<file path="src/rtl/vga_sync_ctrl.sv">
// vga_sync_ctrl: 640x480 @ 60 Hz VGA timing generator.
// Divides the system clock down to a pixel tick. Runs the horizontal and vertical pixel
// counters, and drives the registered sync, blanking and frame-start strobes.
//
// Ports
//   i_clk          system clock
//   i_reset_n      asynchronous active-low reset
//   o_p_tick       one-clk pulse per pixel period
//   o_pixel_x      horizontal count, 0..H_TOTAL-1
//   o_pixel_y      vertical count, 0..V_TOTAL-1
//   o_video_on     high inside the visible area
//   o_hsync        horizontal sync, active-low
//   o_vsync        vertical sync, active-low
//   o_frame_start  one-clk pulse after the counters wrap to (0,0)
module vga_sync_ctrl #(
  parameter int unsigned TICK_DIV  = 4,
  parameter int unsigned H_DISPLAY = 640,
  parameter int unsigned H_FP      = 16,
  parameter int unsigned H_SYNC    = 96,
  parameter int unsigned H_BP      = 48,
  parameter int unsigned V_DISPLAY = 480,
  parameter int unsigned V_FP      = 10,
  parameter int unsigned V_SYNC    = 2,
  parameter int unsigned V_BP      = 33
) (
  input  logic       i_clk,
  input  logic       i_reset_n,
  output logic       o_p_tick,
  output logic [9:0] o_pixel_x,
  output logic [9:0] o_pixel_y,
  output logic       o_video_on,
  output logic       o_hsync,
  output logic       o_vsync,
  output logic       o_frame_start
);

  localparam int unsigned HTotal = H_DISPLAY + H_FP + H_SYNC + H_BP;
  localparam int unsigned VTotal = V_DISPLAY + V_FP + V_SYNC + V_BP;
  localparam int unsigned DivW   = (TICK_DIV > 2) ? $clog2(TICK_DIV) : 1;

  localparam logic [DivW-1:0] DivLast    = DivW'(TICK_DIV - 1);
  localparam logic [9:0]      HLast      = 10'(HTotal - 1);
  localparam logic [9:0]      VLast      = 10'(VTotal - 1);
  localparam logic [9:0]      HDisp      = 10'(H_DISPLAY);
  localparam logic [9:0]      VDisp      = 10'(V_DISPLAY);
  localparam logic [9:0]      HSyncStart = 10'(H_DISPLAY + H_FP);
  localparam logic [9:0]      HSyncEnd   = 10'(H_DISPLAY + H_FP + H_SYNC - 1);
  localparam logic [9:0]      VSyncStart = 10'(V_DISPLAY + V_FP);
  localparam logic [9:0]      VSyncEnd   = 10'(V_DISPLAY + V_FP + V_SYNC - 1);

  logic [DivW-1:0] r_div_cnt, w_div_next;
  logic [9:0]      r_h_cnt, w_h_next;
  logic [9:0]      r_v_cnt, w_v_next;
  logic            r_hsync, w_hsync_next;
  logic            r_vsync, w_vsync_next;
  logic            r_video_on, w_video_on_next;
  logic            r_frame_start, w_frame_start_next;
  logic            w_p_tick;
  logic            w_h_wrap;
  logic            w_v_wrap;

  assign w_p_tick = (r_div_cnt == DivLast);
  assign w_h_wrap = (r_h_cnt == HLast);
  assign w_v_wrap = (r_v_cnt == VLast);

  // Outputs are decoded from the next-state counters so they switch on the same edge as
  // the counters themselves, with no combinational decode on the output pins.
  always_comb begin
    w_div_next         = w_p_tick ? '0 : r_div_cnt + DivW'(1);
    w_h_next           = r_h_cnt;
    w_v_next           = r_v_cnt;
    w_frame_start_next = 1'b0;
    if (w_p_tick) begin
      w_h_next = w_h_wrap ? '0 : r_h_cnt + 10'd1;
      if (w_h_wrap) begin
        w_v_next           = w_v_wrap ? '0 : r_v_cnt + 10'd1;
        w_frame_start_next = w_v_wrap;
      end
    end
    w_hsync_next    = !((w_h_next >= HSyncStart) && (w_h_next <= HSyncEnd));
    w_vsync_next    = !((w_v_next >= VSyncStart) && (w_v_next <= VSyncEnd));
    w_video_on_next = (w_h_next < HDisp) && (w_v_next < VDisp);
  end

  always_ff @(posedge i_clk or negedge i_reset_n) begin
    if (!i_reset_n) begin
      r_div_cnt     <= '0;
      r_h_cnt       <= '0;
      r_v_cnt       <= '0;
      r_hsync       <= 1'b1;
      r_vsync       <= 1'b1;
      r_video_on    <= 1'b0;
      r_frame_start <= 1'b0;
    end else begin
      r_div_cnt     <= w_div_next;
      r_h_cnt       <= w_h_next;
      r_v_cnt       <= w_v_next;
      r_hsync       <= w_hsync_next;
      r_vsync       <= w_vsync_next;
      r_video_on    <= w_video_on_next;
      r_frame_start <= w_frame_start_next;
    end
  end

  assign o_p_tick      = w_p_tick;
  assign o_pixel_x     = r_h_cnt;
  assign o_pixel_y     = r_v_cnt;
  assign o_video_on    = r_video_on;
  assign o_hsync       = r_hsync;
  assign o_vsync       = r_vsync;
  assign o_frame_start = r_frame_start;

endmodule

</file>
<file path="config.mk">
export PLATFORM = sky130hd
export DESIGN_NAME = vga_sync_ctrl
export DESIGN_NICKNAME = d
export VERILOG_FILES = /design/src/rtl/vga_sync_ctrl.sv
export SDC_FILE = /design/constraint.sdc
export NUM_CORES = 1
export LEC_CHECK = 0
export CAP_MARGIN = 0
export CORE_UTILIZATION = 47
export CTS_CLUSTER_SIZE = 30
export DETAILED_ROUTE_END_ITERATION = 16
export HOLD_SLACK_MARGIN = 0.08
export PLACE_DENSITY_LB_ADDON = 0.15
export SYNTH_ARGS = -nofsm -noshare
export SYNTH_HDL_FRONTEND = slang
export SYNTH_SLANG_ARGS = --single-unit
</file>
<file path="constraint.sdc">
create_clock -name i_clk -period 5.99 [get_ports i_clk]
set_clock_uncertainty 0.1 [all_clocks]
set_input_delay 1.4975 -clock i_clk [delete_from_list [all_inputs] [get_ports i_clk]]
set_output_delay 1.4975 -clock i_clk [all_outputs]
set_load 0.01 [all_outputs]
</file>
# Yosys cells after proc, flatten, opt, wreduce, memory -nomap -nowiden
# Index checks and enable logic that the tools add are counted.
# W data, S select, Z words.
# totals
elab_cells,32
mem_count,0
latchBits,0
mem_bits_rw,0
romBits,0
ff_bits,26
out_inout_bits,25
# classes
eq_ne,3
n_lt_le_gt_ge,6
shift,0
n_mul,0
n_div,0
n_bitwise,0
add_sub_neg,3
n_reduce_logical,5
muxes,8
# ops
operator,count
$mux W10,5
$add A10 B1 Y10 const B,2
$eq A10 B10 Y1 const B,2
$ge A10 B10 Y1 const B,1
$ge A10 B9 Y1 const B,1
$le A10 B10 Y1 const B,1
$le A10 B9 Y1 const B,1
$lt A10 B10 Y1 const B,1
$lt A10 B9 Y1 const B,1
$logic_and A1 B1 Y1,3
$add A2 B1 Y2 const B,1
$eq A2 B2 Y1 const B,1
$logic_not A1 Y1,2
$mux W1,2
$mux W2,1

# Depth between registers and ports, before layout
# Gate-level depths: netlist of the first run.
# depth
word_depth,7
depth_mapped,8
depth_no_buf,6

# Least setup slack after synthesis of the first run
# OpenSTA, ideal clock, no wires.
# synth_path
path_type,reg2reg
from,register r_div_cnt[0]
to,"register r_video_on, in the netlist o_video_on"
path_stages_with_launch,9
t_arrival_ns,2.062
t_required_ns,5.803
n_path_buf,2
synth_period_minus_slack_ns,2.249
path_slack_ns,3.741
setup_ns,0.087
cell_sequence,dfrtp_1 ha_1 buf_2 nand2_1 or4_4 buf_6 o311ai_2 a222oi_1 a211oi_2
# synth_via
elab_chain_cells,4
elab_cells_between_ends,6
cone_classes,order compare: 2; eq/ne: 1; mux: 2; reduce/logical: 1
# synth_lines
element,line_no,text
from (decl),51,"logic [DivW-1:0] r_div_cnt, w_div_next;"
from (signal assigned),95,r_div_cnt <= w_div_next;
$eq A2 B2 Y1 *,62,assign w_p_tick = (r_div_cnt == DivLast);
via o_p_tick,28,"output logic o_p_tick,"
$mux W10,73,if (w_p_tick) begin
$lt A10 B10 Y1 or $lt A10 B9 Y1 (tied branches),82,w_video_on_next = (w_h_next < HDisp) && (w_v_next < VDisp);
$logic_and A1 B1 Y1 *,82,
via w_video_on_next,56,"logic r_video_on, w_video_on_next;"
to (signal assigned),100,r_video_on <= w_video_on_next;
to (decl),56,
# The timed path passes the listed nets; every way through them passes the cells marked *.

# Final worst setup path of the first run
# layout_path
from,register r_div_cnt[0]
to,output o_p_tick
# layout_via
elab_chain_cells,1
# layout_lines
element,line_no
$eq A2 B2 Y1,62
to (decl),28
# No other way between the ends.

==> impl_metrics.sql, run 1 <==
INSERT INTO impl_metrics (metric_group, metric, value, unit) VALUES
('run_status', 'outcome', 'complete, but fails checks', ''),
('run_status', 'violations', 'design-rule violations', ''),
('clock_tree', 'cts_inserted_buffers', '3', ''),
('sta', 'final_period_minus_worst_setup_slack', '3220', 'ps'),
('route', 'route.vias.total', '1196', ''),
('yosys', 'ys_seq_elements', '26', ''),
('worst_setup_path', 'worstPathArrival', '1630', 'ps'),
('power', 'internal_power', '213', 'uW'),
('route', 'route.detailed.vias_per_inst', '5.92', ''),
('floorplan', 'design.die.area', '3270', 'um2'),
('sta', 'report.final.setup_viol', '0', ''),
('worst_setup_path', 'crit-reg2reg-capture', 'o_vsync', ''),
('yosys', 'post_synth_inst_count', '147', ''),
('clock_tree', 'cts.htree.levels', '1', ''),
('hold_path', 'holdCritPathClass', 'reg -> reg', ''),
('route', 'drt_pass1_iterations', '13', ''),
('power', 'leakage', '0.000722', 'uW'),
('floorplan', 'die-height', '57.2', 'um'),
('sta', 'worst-slew-pin-transition', '1130', 'ps'),
('worst_setup_path', 'cp_data_required_time', '4390', 'ps'),
('sta', 'layout_worst_path_cycle_share', '53.8', '%'),
('sta', 'max_freq', '0.310', 'GHz'),
('yosys', 'synth.yosys.warnings', '0', ''),
('placed_design', 'portBuffers', '26', ''),
('sta', 'max-slew-margin-rel', '24.3', '%'),
('layout', 'final_nets', '178', ''),
('global_routing', 'grt_max_degree', '27', ''),
('clock_tree', 'cts_sinks', '26', ''),
('yosys', 'yosys.cell_types.count', '41', ''),
('route', 'detail_route.wirelength', '2880', 'um'),
('power', 'power.ir.vdd_worst', '0.0000850', 'V'),
('power', 'combPwrFrac', '1.4', '%'),
('clock_tree', 'max-clock-path-buffers', '2', ''),
('route', 'drt.antenna.violating_nets', '0', ''),
('route', 'drc', '1', ''),
('yosys', 'syn-mean-instance-area', '9.75', 'um2'),
('worst_setup_path', 'startpoint_type', 'flip-flop', ''),
('placed_design', 'post-dp-hpwl', '2080', 'um'),
('route', 'drt_wl_cell', '14.2', 'um'),
('worst_setup_path', 'r2r-start', 'r_div_cnt[0]', ''),
('global_routing', 'grt_pass1_wl', '5000', 'um'),
('yosys', 'synth-edff-count', '0', ''),
('floorplan', 'top_level_ports', '27', ''),
('global_routing', 'first_global_vias', '1129', ''),
('worst_setup_path', 'end_kind', 'output pin', ''),
('power', 'power.density', '156', 'nW/um2'),
('clock_tree', 'clk_transition_reported_paths', '150', 'ps'),
('floorplan', 'die_w', '57.2', 'um'),
('floorplan', 'fp.coreArea', '2830', 'um2'),
('power', 'power.total', '272', 'uW'),
('sta', 'rsz0062_at_grt', 'false', ''),
('clock_tree', 'clk_latency', '330', 'ps'),
('global_routing', 'grt_remaining_overflow', '0', ''),
('layout', 'areaGrowthSynthToFinish', '21.5', '%'),
('floorplan', 'std_cell_rows', '19', ''),
('worst_setup_path', 'crit_end', 'o_p_tick', ''),
('placed_design', 'gp_congestion', '0.828', ''),
('sta', 'final-hold-violation-count', '0', ''),
('clock_tree', 'postCtsHoldBufs', '0', ''),
('hold_path', 'hold_path.startpoint', 'r_div_cnt[0]', ''),
('sta', 'tns', '0', 'ps'),
('sta', 'maxSlewViolCount', '0', ''),
('floorplan', 'initial_utilization', '50.6', '%'),
('sta', 'hold_slack', '347', 'ps'),
('global_routing', 'gr-usage-all-layers', '19.9', '%'),
('yosys', 'synth_async_sr_flop_share', '100', '%'),
('worst_setup_path', 'critical_path_startpoint', 'r_div_cnt[0]', ''),
('power', 'power.share.clock', '34.0', '%'),
('clock_tree', 'clockRootBuffer', 'clkbuf_4', ''),
('yosys', 'synth_seq_area_share', '45.6', '%'),
('route', 'detailedRoute.firstIterationViolations', '42', '');
==> metrics by stage <==
stage	setup WS (ps)	area, um2	util, %	instances
detailed placement	2990	1700	60.2	198
floorplan	3740	1430	-	147
finish	2770	1740	61.5	202
CTS	2750	1740	61.5	202
global placement	3070	1700	60.2	198
global route	2660	1740	61.5	202
==> registers in the layout (all words and copies together), names as in the netlist <==
name,count
o_hsync,1
o_pixel_x,10
o_video_on,1
o_pixel_y,10
r_div_cnt,2
o_frame_start,1
o_vsync,1
==> worst max-delay path, stage by stage, from the launching register on <==
cell             delay, ps
dfrtp_1                380
ha_1                   320
clkdlybuf4s50_1        600
==> layer usage <==
metal	track usage (%)	wire length (um)
met1	27.3	1360
met2	31.8	1320
met3	2.04	152
met4	9.76	46
met5	0	0
==> cell usage after synthesis, types with 2 or more instances <==
library cell	count	area, um2
and3_1	4	25.0
inv_1	11	41.3
nand2_1	12	45.0
ha_1	4	50.1
nand4_1	6	37.5
nor2_1	7	26.3
o21a_1	3	22.5
nor3_1	4	20.0
xnor2_1	6	52.6
a21oi_1	3	15.0
dfstp_2	2	52.6
dfrtp_1	24	601
nor4_1	7	43.8
nand2b_1	2	12.5
nor2b_1	3	18.8
o21ai_0	6	30.0
xor2_1	4	35.0
clkbuf_1	5	18.8
mux2i_1	2	20.0
o2111ai_1	2	17.5
nand3_1	10	50.1
==> layout make-up <==
cell class | count | area (um2)
repair buffers | 27 | 268
multi-input cells | 103 | 703
flip-flops and latches | 26 | 653
clock buffers | 4 | 36.3
well taps | 31 | 38.8
inverters | 11 | 41.3
fillers | 248 | 1090
==> cell families after synthesis <==
family / count (synthesis) / synth area share, %
AO/OA/AOI/OAI: 23 / 11.9
XOR/XNOR: 10 / 6.11
adder cells (fa/ha/maj): 4 / 3.49
buffers and inverters: 18 / 5.33
flip-flops: 26 / 45.6
multiplexers: 2 / 1.40
AND/OR/NAND/NOR: 64 / 26.2
==> power groups by stage <==
stage	registers (uW)	clock network [uW]	logic (uW)
6_report	176	92.6	3.79
5_1_grt	176	97.6	4.61
4_1_cts	176	94.0	4.10
3_5_place_dp	179	0	4.08
3_3_place_gp	179	0	3.86
2_1_floorplan	179	0	0.000283
==> placed cells by master, fill, tap and decap left out, drive strengths merged, types with 2 or more instances in the layout <==
cell | synthesis | layout
and3 | 4 | 4
nor3 | 4 | 4
a21oi | 3 | 3
ha | 4 | 4
inv | 11 | 11
o2111ai | 2 | 2
clkbuf | 5 | 4
nand4 | 6 | 6
dfrtp | 24 | 24
nand2 | 12 | 12
clkdlybuf4s50 | 0 | 26
nand2b | 2 | 2
dfstp | 2 | 2
nor4 | 8 | 8
nor2 | 7 | 7
o21a | 3 | 3
xnor2 | 6 | 6
xor2 | 4 | 4
nand3 | 10 | 10
mux2i | 2 | 2
o21ai | 6 | 6
nor2b | 3 | 3
==> worst min-delay path by stage <==
stage | end | slack, ps | cells past startpoint
finish | r_div_cnt[0] | 350 | 1
global route | r_div_cnt[0] | 370 | 1
CTS | r_div_cnt[0] | 350 | 1
detailed placement | r_div_cnt[0] | 330 | 1
global placement | r_div_cnt[0] | 320 | 1
floorplan | r_div_cnt[0] | 300 | 1
Note: power is estimated with default switching activity, not from simulation.
==> inputs of run 2 (changes only) <==
==> constraint.sdc (replaced) <==
create_clock -name i_clk -period 3.3 [get_ports i_clk]
set_clock_uncertainty 0.1 [all_clocks]
set_input_delay 0.825 -clock i_clk [delete_from_list [all_inputs] [get_ports i_clk]]
set_output_delay 0.825 -clock i_clk [all_outputs]
set_load 0.01 [all_outputs]
==> run 2 against run 1 <==
Compared with the run above: the run still ends with design-rule violations left; power is 70% higher; first-iteration DRC count is 31% higher; sequential share of layout area is 0.14 points higher; combinational power is 100% higher; worst hold slack worse by 16 ps; clock-buffer cell count is 1 lower; cell area is 0.36% lower; largest power group unchanged; die area stayed put; sequential power is 81% higher; critical endpoint unchanged; non-clock buffer count is 1 higher; final cell count stayed put.
==> impl_metrics.sql, run 2 (synthesized netlist as in run 1, its figures left out) <==
INSERT INTO impl_metrics (metric_group, metric, value, unit) VALUES
('clock_tree', 'max-clock-path-buffers', '2', ''),
('hold_path', 'holdCritPathClass', 'reg -> reg', ''),
('worst_setup_path', 'cp_cell_sequence', 'ha_1 -> clkdlybuf4s50_1', ''),
('clock_tree', 'postCtsHoldBufs', '0', ''),
('clock_tree', 'cts_sinks', '26', ''),
('route', 'drc', '2', ''),
('power', 'leakage', '0.000720', 'uW'),
('floorplan', 'die_w', '57.2', 'um'),
('route', 'detail_route.wirelength', '2920', 'um'),
('worst_setup_path', 'worstPathArrival', '1600', 'ps'),
('sta', 'report.final.setup_viol', '0', ''),
('placed_design', 'placement.setup.worst_slack', '978', 'ps'),
('sta', 'maxSlewViolCount', '0', ''),
('layout', 'drive_above_1_share', '8.19', '%'),
('sta', 'worst-slew-pin-transition', '477', 'ps'),
('layout', 'num_antenna_cells', '0', ''),
('power', 'combPwrFrac', '1.7', '%'),
('sta', 'max-slew-margin-rel', '67.9', '%'),
('worst_setup_path', 'sum_of_buffers_and_inverters_on_the_critical_path', '1', ''),
('sta', 'final_period_minus_worst_setup_slack', '2530', 'ps'),
('layout', 'final_nets', '179', ''),
('route', 'route.detailed.vias_per_inst', '5.85', ''),
('floorplan', 'die-height', '57.2', 'um'),
('worst_setup_path', 'worst_path_largest_cell_delay', '600', 'ps'),
('worst_setup_path', 'cpMaxStageDelayCell', 'clkdlybuf4s50_1', ''),
('global_routing', 'globalRouteMet1Util', '31.1', '%'),
('route', 'drt.antenna.violating_nets', '0', ''),
('power', 'power.density', '267', 'nW/um2'),
('power', 'power.ir.vdd_worst', '0.000186', 'V'),
('global_routing', 'grt_pass1_wl', '5180', 'um'),
('placed_design', 'gp_congestion', '0.811', ''),
('global_routing', 'first_global_vias', '1108', ''),
('sta', 'layout_setup_ws', '771', 'ps'),
('sta', 'max_freq', '0.395', 'GHz'),
('floorplan', 'initial_utilization', '50.6', '%'),
('clock_tree', 'clk_latency', '310', 'ps'),
('global_routing', 'grt_max_degree', '27', ''),
('global_routing', 'globalRouteMet3Util', '3.17', '%'),
('power', 'switching_power', '98.9', 'uW'),
('layout', 'mostFrequentLayoutCell', 'clkdlybuf4s50_1', ''),
('clock_tree', 'cts.htree.levels', '1', ''),
('clock_tree', 'clock_tree_from_tritoncts', 'done', ''),
('global_routing', 'global_route.peak_usage_layer', 'met1', ''),
('route', 'drt_wl_cell', '14.4', 'um'),
('sta', 'rsz0062_at_grt', 'false', ''),
('clock_tree', 'cts_inserted_buffers', '3', ''),
('power', 'seq_power_share', '69.0', '%'),
('global_routing', 'grt_remaining_overflow', '0', ''),
('route', 'detailedRoute.firstIterationViolations', '55', ''),
('placed_design', 'post-dp-hpwl', '2070', 'um'),
('worst_setup_path', 'end_kind', 'output pin', ''),
('placed_design', 'portBuffers', '26', ''),
('worst_setup_path', 'worst_path_dominant_cell_family', 'buffers and inverters', ''),
('floorplan', 'design.die.area', '3270', 'um2'),
('clock_tree', 'post_cts.repair.setup_buffers', '0', ''),
('worst_setup_path', 'path_class', 'reg -> out', ''),
('layout', 'layout.cells.most_common_list', 'clkdlybuf4s50_1 (26), dfrtp_1 (24), nand2_1 (12)', ''),
('clock_tree', 'clk_transition_reported_paths', '140', 'ps'),
('run_status', 'violations', 'design-rule violations', ''),
('sta', 'layout_worst_path_cycle_share', '76.6', '%'),
('power', 'internal_power', '363', 'uW'),
('clock_tree', 'cts_resized', '0', ''),
('global_routing', 'groute.layer.met2.usage', '30.4', '%'),
('route', 'drt_pass1_iterations', '10', ''),
('route', 'route.vias.total', '1181', ''),
('layout', 'areaGrowthSynthToFinish', '21.0', '%'),
('floorplan', 'std_cell_rows', '19', ''),
('power', 'power.share.clock', '29.4', '%'),
('sta', 'final-hold-violation-count', '0', ''),
('floorplan', 'fp.coreArea', '2830', 'um2'),
('power', 'power.switching_fraction', '21.4', '%'),
('global_routing', 'antenna_violations_before_repair', '0', ''),
('run_status', 'outcome', 'complete, but fails checks', ''),
('global_routing', 'gr-usage-all-layers', '20.6', '%'),
('clock_tree', 'clockRootBuffer', 'clkbuf_4', ''),
('sta', 'tns', '0', 'ps'),
('worst_setup_path', 'startpoint_type', 'flip-flop', ''),
('worst_setup_path', 'cp_data_required_time', '2370', 'ps'),
('worst_setup_path', 'critical_path_peak_fanout', '8', ''),
('run', 'number_of_max_cap_violations', '0', ''),
('floorplan', 'top_level_ports', '27', ''),
('sta', 'hold_slack', '331', 'ps');
==> run 2: power groups by stage <==
stage / clock [uW] / combinational (uW) / sequential (uW)
after detailed placement: 0 / 8.56 / 325
after CTS: 138 / 8.45 / 319
after global placement: 0 / 8.27 / 325
after floorplan: 0 / 0.000283 / 325
after global routing: 151 / 9.54 / 319
final: 136 / 7.72 / 319
==> run 2: layer usage <==
layer / vias up / routed length [um]
li1: 579 / -
met1: 544 / 1450
met2: 51 / 1240
met3: 7 / 176
met4: 0 / 45
met5: - / 0
==> run 2: per-stage QoR <==
stage | std cells | total power, uW | utilization (%) | cell area, um2
3_3_place_gp | 199 | 333 | 60.5 | 1710
5_1_grt | 202 | 480 | 61.3 | 1730
4_1_cts | 202 | 465 | 61.3 | 1730
6_report | 202 | 462 | 61.3 | 1730
3_5_place_dp | 199 | 333 | 60.5 | 1710
2_1_floorplan | 147 | 325 | - | 1430
==> run 2: worst paths after layout <==
kind                              start           end  slack [ps]  depth (start not counted)
setup / recovery           r_div_cnt[0]      o_p_tick         770                          2
hold / removal             r_div_cnt[0]  r_div_cnt[0]         330                          1
setup reg to reg           r_div_cnt[0]    o_video_on         970                          6
hold reg to reg            r_div_cnt[0]  r_div_cnt[0]         330                          1
max in group asynchronous     i_reset_n       o_hsync        2060                          2
min in group asynchronous     i_reset_n  o_pixel_y[9]         750                          2
==> run 2: area by class of cell <==
class,count,area [um2]
well taps,31,38.8
inverters,11,41.3
multi-input cells,103,703
clock buffers,3,22.5
fillers,254,1090
repair buffers,28,275
flip-flops and latches,26,653
